--- config.mk ---
export PLATFORM = sky130hd
export DESIGN_NAME = amber48_status_led
export DESIGN_NICKNAME = d
export VERILOG_FILES = /design/src/rtl/amber48_pkg.sv /design/src/rtl/amber48_pulse_stretch.sv /design/src/rtl/amber48_status_led.sv
export SDC_FILE = /design/constraint.sdc
export NUM_CORES = 1
export LEC_CHECK = 0
export ABC_CLOCK_PERIOD_IN_PS = 11850
export CAP_MARGIN = 10
export CORE_MARGIN = 3
export CORE_UTILIZATION = 25
export DETAILED_ROUTE_END_ITERATION = 6
export RECOVER_POWER = 25
export SLEW_MARGIN = 30
export SYNTH_ARGS = -nofsm -noshare
export SYNTH_HDL_FRONTEND = slang
export SYNTH_SLANG_ARGS = --single-unit
--- constraint.sdc ---
create_clock -name clk_i -period 11.85 [get_ports clk_i]
set_input_delay 1.7775 -clock clk_i [delete_from_list [all_inputs] [get_ports clk_i]]
set_output_delay 1.7775 -clock clk_i [all_outputs]
set_load 0.02 [all_outputs]
--- src/rtl/amber48_pkg.sv ---
// amber48_pkg: shared enums and helpers for the amber48 status LED controller
package amber48_pkg;
  typedef enum logic [1:0] {
    LED_MODE_MMIO,
    LED_MODE_STATUS,
    LED_MODE_MMIO_TRAP,
    LED_MODE_TRAP_ALL
  } led_mode_e;
  typedef enum logic [1:0] {
    BLINK_IDLE,
    BLINK_ON,
    BLINK_OFF,
    BLINK_GAP
  } blink_state_e;
  function automatic int max2(int a, int b);
    return (a > b) ? a : b;
  endfunction
endpackage

--- src/rtl/amber48_pulse_stretch.sv ---
// amber48_pulse_stretch: retriggerable activity stretcher holding act_o for CYC cycles after the last event
module amber48_pulse_stretch #(
  parameter int CYC = 2700000
) (
  input  logic clk_i,
  input  logic rst_i,
  input  logic event_i,
  output logic act_o
);
  localparam int W = $clog2(CYC + 1);
  logic [W-1:0] r_cnt;
  // reload on every event, otherwise count down to zero
  always_ff @(posedge clk_i or posedge rst_i) begin
    if (rst_i) r_cnt <= '0;
    else if (event_i) r_cnt <= W'(CYC);
    else if (r_cnt != '0) r_cnt <= r_cnt - W'(1);
  end
  assign act_o = (r_cnt != '0);
endmodule

--- src/rtl/amber48_status_led.sv ---
// amber48_status_led: heartbeat, activity stretch, trap latch and blink-code LED controller
module amber48_status_led
  import amber48_pkg::*;
#(
  parameter int NUM_LEDS    = 8,
  parameter int NUM_CH      = 4,
  parameter int CAUSE_W     = 3,
  parameter int HB_DIV      = 13500000,
  parameter int STRETCH_CYC = 2700000,
  parameter int BLINK_CYC   = 5400000,
  parameter int GAP_CYC     = 27000000
) (
  input  logic                clk_i,
  input  logic                rst_i,
  input  logic [NUM_CH-1:0]   event_i,
  input  logic                trap_i,
  input  logic [CAUSE_W-1:0]  trap_cause_i,
  input  logic                clear_i,
  input  logic [1:0]          mode_i,
  input  logic [NUM_LEDS-1:0] mmio_led_i,
  output logic [NUM_LEDS-1:0] led_o,
  output logic                trapped_o,
  output logic [CAUSE_W-1:0]  trap_cause_o
);
  localparam int HB_W = $clog2(HB_DIV);
  localparam int PH_W = $clog2(max2(BLINK_CYC, GAP_CYC) + 1);
  localparam int P_W  = CAUSE_W + 1;
  localparam logic [HB_W-1:0] HB_LAST  = HB_W'(HB_DIV - 1);
  localparam logic [PH_W-1:0] BL_LAST  = PH_W'(BLINK_CYC - 1);
  localparam logic [PH_W-1:0] GAP_LAST = PH_W'(GAP_CYC - 1);

  if (NUM_LEDS < NUM_CH + 2) begin : g_chk_leds
    $error("amber48_status_led: NUM_LEDS must be >= NUM_CH+2");
  end
  if (HB_DIV < 2) begin : g_chk_hb
    $error("amber48_status_led: HB_DIV must be >= 2");
  end

  logic [HB_W-1:0]     r_hb_cnt;
  logic                r_hb;
  logic [NUM_CH-1:0]   w_act;
  logic                r_trapped;
  logic [CAUSE_W-1:0]  r_cause;
  blink_state_e        r_state, w_state_nxt;
  logic [PH_W-1:0]     r_phase, w_phase_nxt;
  logic [P_W-1:0]      r_p, w_p_nxt, w_p_inc, w_p_last;
  logic                w_bl_end;
  logic                w_blink;
  led_mode_e           w_mode;
  logic [NUM_LEDS-1:0] w_status, w_led_nxt, r_led;

  // free-running heartbeat divider, toggles hb once per HB_DIV cycles
  always_ff @(posedge clk_i or posedge rst_i) begin
    if (rst_i) begin
      r_hb_cnt <= '0;
      r_hb     <= 1'b0;
    end else if (r_hb_cnt == HB_LAST) begin
      r_hb_cnt <= '0;
      r_hb     <= ~r_hb;
    end else begin
      r_hb_cnt <= r_hb_cnt + HB_W'(1);
    end
  end

  for (genvar k = 0; k < NUM_CH; k++) begin : g_act
    amber48_pulse_stretch #(.CYC(STRETCH_CYC)) u_stretch (
      .clk_i  (clk_i),
      .rst_i  (rst_i),
      .event_i(event_i[k]),
      .act_o  (w_act[k])
    );
  end

  // sticky trap latch keeps the first cause; clear wins over a same-cycle trap
  always_ff @(posedge clk_i or posedge rst_i) begin
    if (rst_i) begin
      r_trapped <= 1'b0;
      r_cause   <= '0;
    end else if (clear_i) begin
      r_trapped <= 1'b0;
      r_cause   <= '0;
    end else if (trap_i && !r_trapped) begin
      r_trapped <= 1'b1;
      r_cause   <= trap_cause_i;
    end
  end

  // blink FSM state, phase counter and pulse count registers
  always_ff @(posedge clk_i or posedge rst_i) begin
    if (rst_i) begin
      r_state <= BLINK_IDLE;
      r_phase <= '0;
      r_p     <= '0;
    end else begin
      r_state <= w_state_nxt;
      r_phase <= w_phase_nxt;
      r_p     <= w_p_nxt;
    end
  end

  // blink FSM next state: cause c emits c+1 ON/OFF pulses then a dark gap
  always_comb begin
    w_state_nxt = r_state;
    w_phase_nxt = r_phase + PH_W'(1);
    w_p_nxt     = r_p;
    w_p_inc     = r_p + P_W'(1);
    w_p_last    = {1'b0, r_cause} + P_W'(1);
    w_bl_end    = (r_phase == BL_LAST);
    if (clear_i) begin
      w_state_nxt = BLINK_IDLE;
      w_phase_nxt = '0;
      w_p_nxt     = '0;
    end else begin
      unique case (r_state)
        BLINK_IDLE: begin
          w_phase_nxt = '0;
          if (r_trapped) begin
            w_state_nxt = BLINK_ON;
            w_p_nxt     = '0;
          end
        end
        BLINK_ON: begin
          if (w_bl_end) begin
            w_state_nxt = BLINK_OFF;
            w_phase_nxt = '0;
          end
        end
        BLINK_OFF: begin
          if (w_bl_end) begin
            w_state_nxt = (w_p_inc == w_p_last) ? BLINK_GAP : BLINK_ON;
            w_phase_nxt = '0;
            w_p_nxt     = w_p_inc;
          end
        end
        BLINK_GAP: begin
          if (r_phase == GAP_LAST) begin
            w_state_nxt = BLINK_ON;
            w_phase_nxt = '0;
            w_p_nxt     = '0;
          end
        end
      endcase
    end
  end

  assign w_blink = (r_state == BLINK_ON);
  assign w_mode  = led_mode_e'(mode_i);

  // LED source select; the result is registered below
  always_comb begin
    w_status               = '0;
    w_status[0]            = r_hb;
    w_status[NUM_CH:1]     = w_act;
    w_status[NUM_LEDS-1]   = w_blink;
    w_led_nxt = (w_mode == LED_MODE_MMIO)      ? mmio_led_i :
                (w_mode == LED_MODE_STATUS)    ? w_status :
                (w_mode == LED_MODE_MMIO_TRAP) ? (r_trapped ? {w_blink, mmio_led_i[NUM_LEDS-2:0]} : mmio_led_i) :
                                                 {NUM_LEDS{w_blink}};
  end

  // registered LED drive
  always_ff @(posedge clk_i or posedge rst_i) begin
    if (rst_i) r_led <= '0;
    else r_led <= w_led_nxt;
  end

  assign led_o        = r_led;
  assign trapped_o    = r_trapped;
  assign trap_cause_o = r_cause;
endmodule

==> run metrics <==
Yosys top cell area share=0.478; met2 WL post-DR=around 8000 um; min Tclk post-route=5270 ps; Worst path depth=3; max layer used=met4; Cells after Synth=840; failing checks=capacitance limit, slew limit; total vias in the final route=6,209; critical path, cell by cell=dlygate4sd3_1 > clkinvlp_2 > buf_4; top fanout value on the critical path=98; dominant cell type by area after synthesis=dfrtp_1; Critical-path top delay cell=clkinvlp_2; r2r worst-path depth=7; kind of end point of the critical path=async pin; setup TNS=0 ps; Final Setup Violations=0; effective utilization at floorplan=0.256; pwr dens=132 nW/um^2; maximum vdd ir drop=90.8 uV; Top Family by Delay on Critical Path=buffers and inverters; ys flop type=dfrtp_1; Cells after DPL=1,287; Chip Width=187 um; post-synthesis sequential area ratio=0.478; DRC viols=0; Rel. slew slack=-1.93; status=finished with violations; First-pass DRT Iterations=4; crit path launch type=input port; mapped cell area=just over 8000 um^2; DRT iter0 DRCs=366; register share of total power=0.458; Switching Fraction=0.255; Skew-Pair Late Insertion Delay=420 ps; Least-Margin Pin Slew=4370 ps; CP Class=in2async; Resized Gates After CTS=0; clk sinks=156; crit path DAT=5730 ps; first-pass GRT wire length=approximately 30,000 um; internal power=937 uW; max_cap viols=2; final period utilization=0.445; Clk pwr share=0.430; gr usage total=0.102; FF-to-FF Start=g_act[2].u_stretch.r_cnt[0]; Hold WS=479 ps; post-CTS setup buffer count=0; Combinational Power Share=0.112; EDFF count, synth=0; worst-case clock buffer depth=2; number of global-route vias before repair=6,119; maximum clock frequency=0.190 GHz; Routed Antenna Nets=0; grt ovf=0; largest net degree at the start of global routing=99; Area growth syn-to-layout=16.9%; Final Hold Fails=0; CTS Buf Count=17; max-slew violation count=110; Die Ht=187 um; Post-Syn Area per Cell=9.73 um^2; worst min-delay path class=reg2reg; CP Data Required Time=about 12,000 ps; initial antenna violation count=0; Buf/Inv on CP=3; final estimated routing congestion in global placement=~0.77; most frequent cells in the layout=156 x dfrtp_1, 112 x nor2_1, 47 x xnor2_1; DR WL/cell=approximately 13 um; Avg Vias per Cell=4.71; layout cell share with drive strength beyond 1=0.0747; critical path endpoint=g_act[2].u_stretch.r_cnt[2]; Post-DP HPWL=~12,000 um; Worst-path clk slew=60 ps; H-tree depth=4; hold_buf cts=0; Die ar.=34,900 um^2; Final Non-Filler Cells=1,318; Async S/R FF share, synth=1.00; CP Launch Point=rst_i; NumNets Final=904; site row count=65; number of synthesized register bits=between 150 and 200; Core ar.=about 32,000 um^2; WL final=17,200 um; CTS tree=built; CTS Root Cell=clkbuf_16; top area cells in the synthesized netlist=dfrtp_1 48%, nor2_1 5.1%, xnor2_1 5.0%; Psw=321 uW; Reg2Reg Setup Slack=8840 ps; io pins=33; # diodes=0; Syn Nets=873; Synth cell types=72; Final Skew=11.8 ps; Final Core Density=0.299; reg2reg end=g_act[2].u_stretch.r_cnt[21]; leakage dissipation=0.00354 uW; Critical Path Max Stage Delay=2450 ps; commonest non-fill, non-tap cell in the layout=dfrtp_1; met1 WL=around 8600 um; PortBufs=32; yosys warns=0; RSZ-0062 raised after global routing=no; metal3 WL=roughly 420 um
state kept, by name, summed over array words and instances, names as in the netlist:
signal and count:
r_phase 25, g_act.u_stretch.r_cnt 88, trapped_o 1, led_o 8, trap_cause_o 3, r_state 2
r_hb_cnt 24, r_hb 1, r_p 4
layer usage:
layer / up-vias / GRT usage
met5: - / 0
met4: 0 / 0.0300
met3: 9 / 0.0225
met2: 69 / 0.167
met1: 3027 / 0.136
li1: 3104 / -
cell type report:
class                           instances  area (um^2)
Sequential cell                       156         3900
Tap cell                              435          544
Multi-Input combinational cell        627         4040
Clock inverter                         10          115
Fill cell                            3365        22300
Clock buffer                           21          470
Inverter                               33          125
Timing Repair Buffer                   36          347
power groups by stage:
stage	Sequential, uW	Clock (uW)	Combinational [uW]
floorplan	586	0	95.4
global placement	586	0	140
detailed placement	586	0	143
CTS	576	556	144
global route	580	582	159
finish	577	541	141
how the worst min path moves through the flow:
stage	from	endpoint	slack, ps	cells after the start
5_1_grt	r_hb	r_hb	500	1
4_1_cts	r_hb	r_hb	480	1
3_3_place_gp	r_hb	r_hb	460	1
6_report	r_hb	r_hb	480	1
3_5_place_dp	r_hb	r_hb	470	1
2_1_floorplan	r_hb	r_hb	440	1
synthesized netlist by cell type, types with 6 or more instances:
cell type and instances:
or3_1 32, xnor2_1 47, clkbuf_1 21, and4_1 8, dfrtp_1 156, xor2_1 35, or2_2 7, nor2b_1 8
nand4_1 19, mux2i_1 9, or3b_2 6, o211ai_1 9, a21oi_1 26, nor3_1 39, nor4_1 22, nand3_1 30
o21ai_0 30, nand2_1 39, nand2b_1 16, o31ai_1 12, nor2_1 112, or4_1 17, inv_1 33, ha_1 12
a211oi_1 7
through the flow:
step,total power [uW],setup WS [ps],area (um^2)
6_report,1260,6580,9550
3_3_place_gp,726,8060,8970
2_1_floorplan,681,5870,8170
4_1_cts,1280,8410,9560
5_1_grt,1320,5790,9550
3_5_place_dp,729,8040,8970
cells by family after synthesis:
group,share of synthesized area
simple gates,0.269
flops,0.478
compound gates,0.108
xor+xnor,0.0879
buf+inv,0.0267
fa+ha+maj,0.0184
mux,0.0124
Note: power is estimated with default switching activity, not from simulation.
==> variant 1: new RTL, same flow settings <==
The parameter `STRETCH_CYC` goes from 2700000 to 5400000.
--- a/src/rtl/amber48_status_led.sv
+++ b/src/rtl/amber48_status_led.sv
@@ -6,7 +6,7 @@
   parameter int NUM_CH      = 4,
   parameter int CAUSE_W     = 3,
   parameter int HB_DIV      = 13500000,
-  parameter int STRETCH_CYC = 2700000,
+  parameter int STRETCH_CYC = 5400000,
   parameter int BLINK_CYC   = 5400000,
   parameter int GAP_CYC     = 27000000
 ) (
Check against the original RTL: same outputs for any inputs over 10 cycles, from zero or initial values and one cycle with rst_i high; that may be too few to reach the edited logic, so the function may still have changed.
==> variant 1 against the original RTL <==
The flow still finishes with violations (capacitance limit, slew limit); global-route usage is 0.12 points lower; fmax is 6.9% higher; critical path depth stayed put; sequential cell count is 4 higher; design area up 2.0%; worst setup slack better by 0.34 ns; count of clock-buffer cells in the layout increased by 1; total power rose by 4.4%; routed wire length increased by 0.82%; utilization shrank 0.30 points; synthesized area up 2.9%.
==> variant 1: results (changes against the original RTL) <==
metric,value,unit,change
"FF+latch count, synth",160,,was 156
failing checks,"capacitance limit, slew limit",,unchanged
Worst Tran Pin Value,4.10,ns,was 4.37 ns
CP arrival,5.42,ns,was 5.73 ns
Ant. Diodes,2,,was 0
register area share after synthesis,47.6,%,was 47.8%
skew final,0.00954,ns,was 0.0118 ns
reg2reg setup slack,8.79,ns,was 8.84 ns
area of the multi-input gates,4140,sq um,was 4040 sq um
dpl hpwl,11.5,mm,was 11.9 mm
vias in the first global route,6377,,was 6119
layout cells sized above 1,5.36,%,was 7.47%
syn nets,906,,was 873
DRT Wirelength,17.3,mm,was 17.2 mm
fin nets,919,,was 904
CP Max Fanout,93,,was 98
Net Switching,0.323,mW,was 0.321 mW
All-Layer GR Usage,10.1,%,was 10.2%
buffering overhead,3.43,%,was 3.63%
top post-synthesis cells by area,"dfrtp_1 48%, nor2_1 5.2%, xnor2_1 4.9%, xor2_1 3.9%, or4_1 2.4%",,"was dfrtp_1 48%, nor2_1 5.1%, xnor2_1 5.0%, xor2_1 3.8%, or3_1 2.5%"
bufs w/o clock,34,,was 36
clk cell area share,6.15,%,was 6.13%
Compound-Gate Fraction of Synth Area,11.2,%,was 10.8%
Seq. cell area,4000,sq um,was 3900 sq um
status,"finished, violations left",,unchanged
max-slew violations,94,,was 110
CP endpoint,r_hb_cnt[23]$_DFF_PP0_,,was g_act[2].u_stretch.r_cnt[2]$_DFFE_PP0P_
Detailed Routing Iterations Pass 1,5,,was 4
xor and xnor area share after synthesis,8.75,%,was 8.79%
first-pass GRT wire length,30.5,mm,was 30.0 mm
R2R Path End,g_act[2].u_stretch.r_cnt[13]$_DFFE_PP0P_,,was g_act[2].u_stretch.r_cnt[21]$_DFFE_PP0P_
Clock Buffer Count,22,,was 21
Logic inverters,28,,was 33
RePlAce Congestion,0.739,,was 0.766
largest net degree at the start of global routing,94,,was 99
number of max-cap violations,1,,was 2
## variant 1: cell types whose count changed in the layout (fill, tap and decap cells not counted), sizes merged, moves of 8 or more
cell / delta
or4: +10
a31oi: +8
and3: +8
nand2: +8
a21oi: +10
nor3: -15
nor2b: +11
## variant 1: worst register-to-register path: stages, from the launching register on
cell	delay (ns)
dfrtp_1	0.42
or4_1	0.65
nor3_1	0.82
a311o_1	0.61
nor3_1	0.08
or3b_1	0.35
## variant 1: stage by stage
step	hold WS (ns)	power [mW]	cells	instance area (sq um)
after floorplan	0.441	0.704	873	8410
after global placement	0.457	0.748	1309	9140
after detailed placement	0.460	0.751	1309	9140
after CTS	0.470	1.33	1338	9740
after global routing	0.495	1.38	1339	9740
final	0.465	1.31	1340	9740
## variant 1: layer usage
metal  vias to the layer above  GRT usage (%)  wire, um  part of all wire [%]
li1                       3176              -         -                     -
met1                      3122           13.4      8620                    50
met2                        67           16.1      7890                    45
met3                        12           2.59       551                   3.2
met4                         0           3.10       282                   1.6
met5                         -              0         0                     0
==> variant 2: new RTL, same flow settings <==
Made on the original files. Register the output `led_o` once more, with the module's reset; this adds one clock of latency there. The other outputs are not delayed to match.
--- a/src/rtl/amber48_status_led.sv
+++ b/src/rtl/amber48_status_led.sv
@@ -164,7 +164,13 @@
     else r_led <= w_led_nxt;
   end
 
-  assign led_o        = r_led;
+  always_ff @(posedge clk_i or posedge rst_i) begin
+    if (rst_i) begin
+      led_o <= '0;
+    end else begin
+      led_o <= r_led;
+    end
+  end
   assign trapped_o    = r_trapped;
   assign trap_cause_o = r_cause;
 endmodule
Formal check against the unedited RTL: not equivalent (Yosys sat finds a counterexample within 4 cycles, from zero or initial values and one cycle with rst_i high).
==> variant 2 against the original RTL <==
The run still ends with capacitance limit, slew limit left; synthesized area increased by 4.2%; synthesized cell count increased by 2.9%; routed wire length increased by 2.5%; count of clock-buffer cells in the layout decreased by 2; design area increased by 3.6%; clock skew decreased by 0.0044 ns; via count increased by 3.1%; total power increased by 4.2%; sequential cell count increased by 8; worst setup slack improved by 0.90 ns; highest routed layer unchanged.
==> variant 2: results (changes against the original RTL) <==
metric,value,unit,change
status,"finished, violations left",,unchanged
failing checks,"capacitance limit, slew limit",,unchanged
vias in the first global route,6297,,was 6119
combinational power,0.135,mW,was 0.141 mW
syn nets,897,,was 873
register area share after synthesis,48.2,%,was 47.8%
internal power,0.976,mW,was 0.937 mW
Logic inverters,32,,was 33
GR Util met2,16.3,%,was 16.7%
cell depth of the worst min-delay path,0,,was 1
dpl hpwl,11.8,mm,was 11.9 mm
Detailed Routing Iterations Pass 1,5,,was 4
delay of the slowest critical-path stage,1.20,ns,was 2.45 ns
layout cells sized above 1,6.64,%,was 7.47%
xor and xnor area share after synthesis,9.26,%,was 8.79%
WL met1,8.89,mm,was 8.58 mm
CTS Sinks,164,,was 156
max-slew violations,46,,was 110
Min-Delay Startpoint,r_led[2]$_DFF_PP0_,,was r_hb$_DFFE_PP0N_
routed wl met2,7.90,mm,was 8.00 mm
largest net degree at the start of global routing,73,,was 99
top post-synthesis cells by area,"dfrtp_1 48%, nor2_1 5.5%, xor2_1 4.9%, xnor2_1 4.3%, nand3_1 2.1%",,"was dfrtp_1 48%, nor2_1 5.1%, xnor2_1 5.0%, xor2_1 3.8%, or3_1 2.5%"
All-Layer GR Usage,10.2,%,about the same
Hold EP,led_o[2]$_DFF_PP0_,,was r_hb$_DFFE_PP0N_
Worst R2R Start,r_hb_cnt[9]$_DFF_PP0_,,was g_act[2].u_stretch.r_cnt[0]$_DFFE_PP0P_
fillcell total,3462,,was 3365
skew final,0.00734,ns,was 0.0118 ns
Clk pwr share,43.3,%,was 43.0%
number of max-cap violations,1,,was 2
CP arrival,4.88,ns,was 5.73 ns
Clock Buffer Count,19,,was 21
fin nets,925,,was 904
reg2reg setup slack,9.08,ns,was 8.84 ns
Avg Vias per Cell,4.76,,was 4.71
final hold slack,0.349,ns,was 0.479 ns
CP endpoint,r_phase[20]$_DFF_PP0_,,was g_act[2].u_stretch.r_cnt[2]$_DFFE_PP0P_
CP Max Fanout,72,,was 98
R2R Path End,r_hb$_DFFE_PP0N_,,was g_act[2].u_stretch.r_cnt[21]$_DFFE_PP0P_
top cell types by occurrence after synthesis,"164 x dfrtp_1, 125 x nor2_1, 48 x xor2_1",,"was 156 x dfrtp_1, 112 x nor2_1, 47 x xnor2_1"
first-pass GRT wire length,30.9,mm,was 30.0 mm
sequential portion of the cell area,41.5,%,was 40.9%
antenna violations before repair,1,,was 0
[variant 2: cell types whose count changed after synthesis, sizes merged, moves of 8 or more]
cell and delta:
dfrtp +8, nor2 +13, a31oi +9, xor2 +13, and3 +8, or3 -15, o21ai -12
[variant 2: logic make-up (layout without fill, tap and decap cells)]
kind of cell	count (synthesis)	after routing
buf+inv	58	98
compound gates	129	129
mux	13	13
xor+xnor	90	90
flops	164	164
simple gates	398	398
fa+ha+maj	12	12
[variant 2: metrics by stage]
step / utilization (%) / std cells / power, mW / setup slack [ns] / area, sq um
floorplan: - / 864 / 0.709 / 5.64 / 8510
global placement: 28.1 / 1315 / 0.752 / 7.65 / 9300
detailed placement: 28.1 / 1315 / 0.754 / 7.63 / 9300
CTS: 30.0 / 1346 / 1.33 / 8.09 / 9900
global route: 29.9 / 1346 / 1.37 / 6.87 / 9890
finish: 29.9 / 1346 / 1.31 / 7.48 / 9890
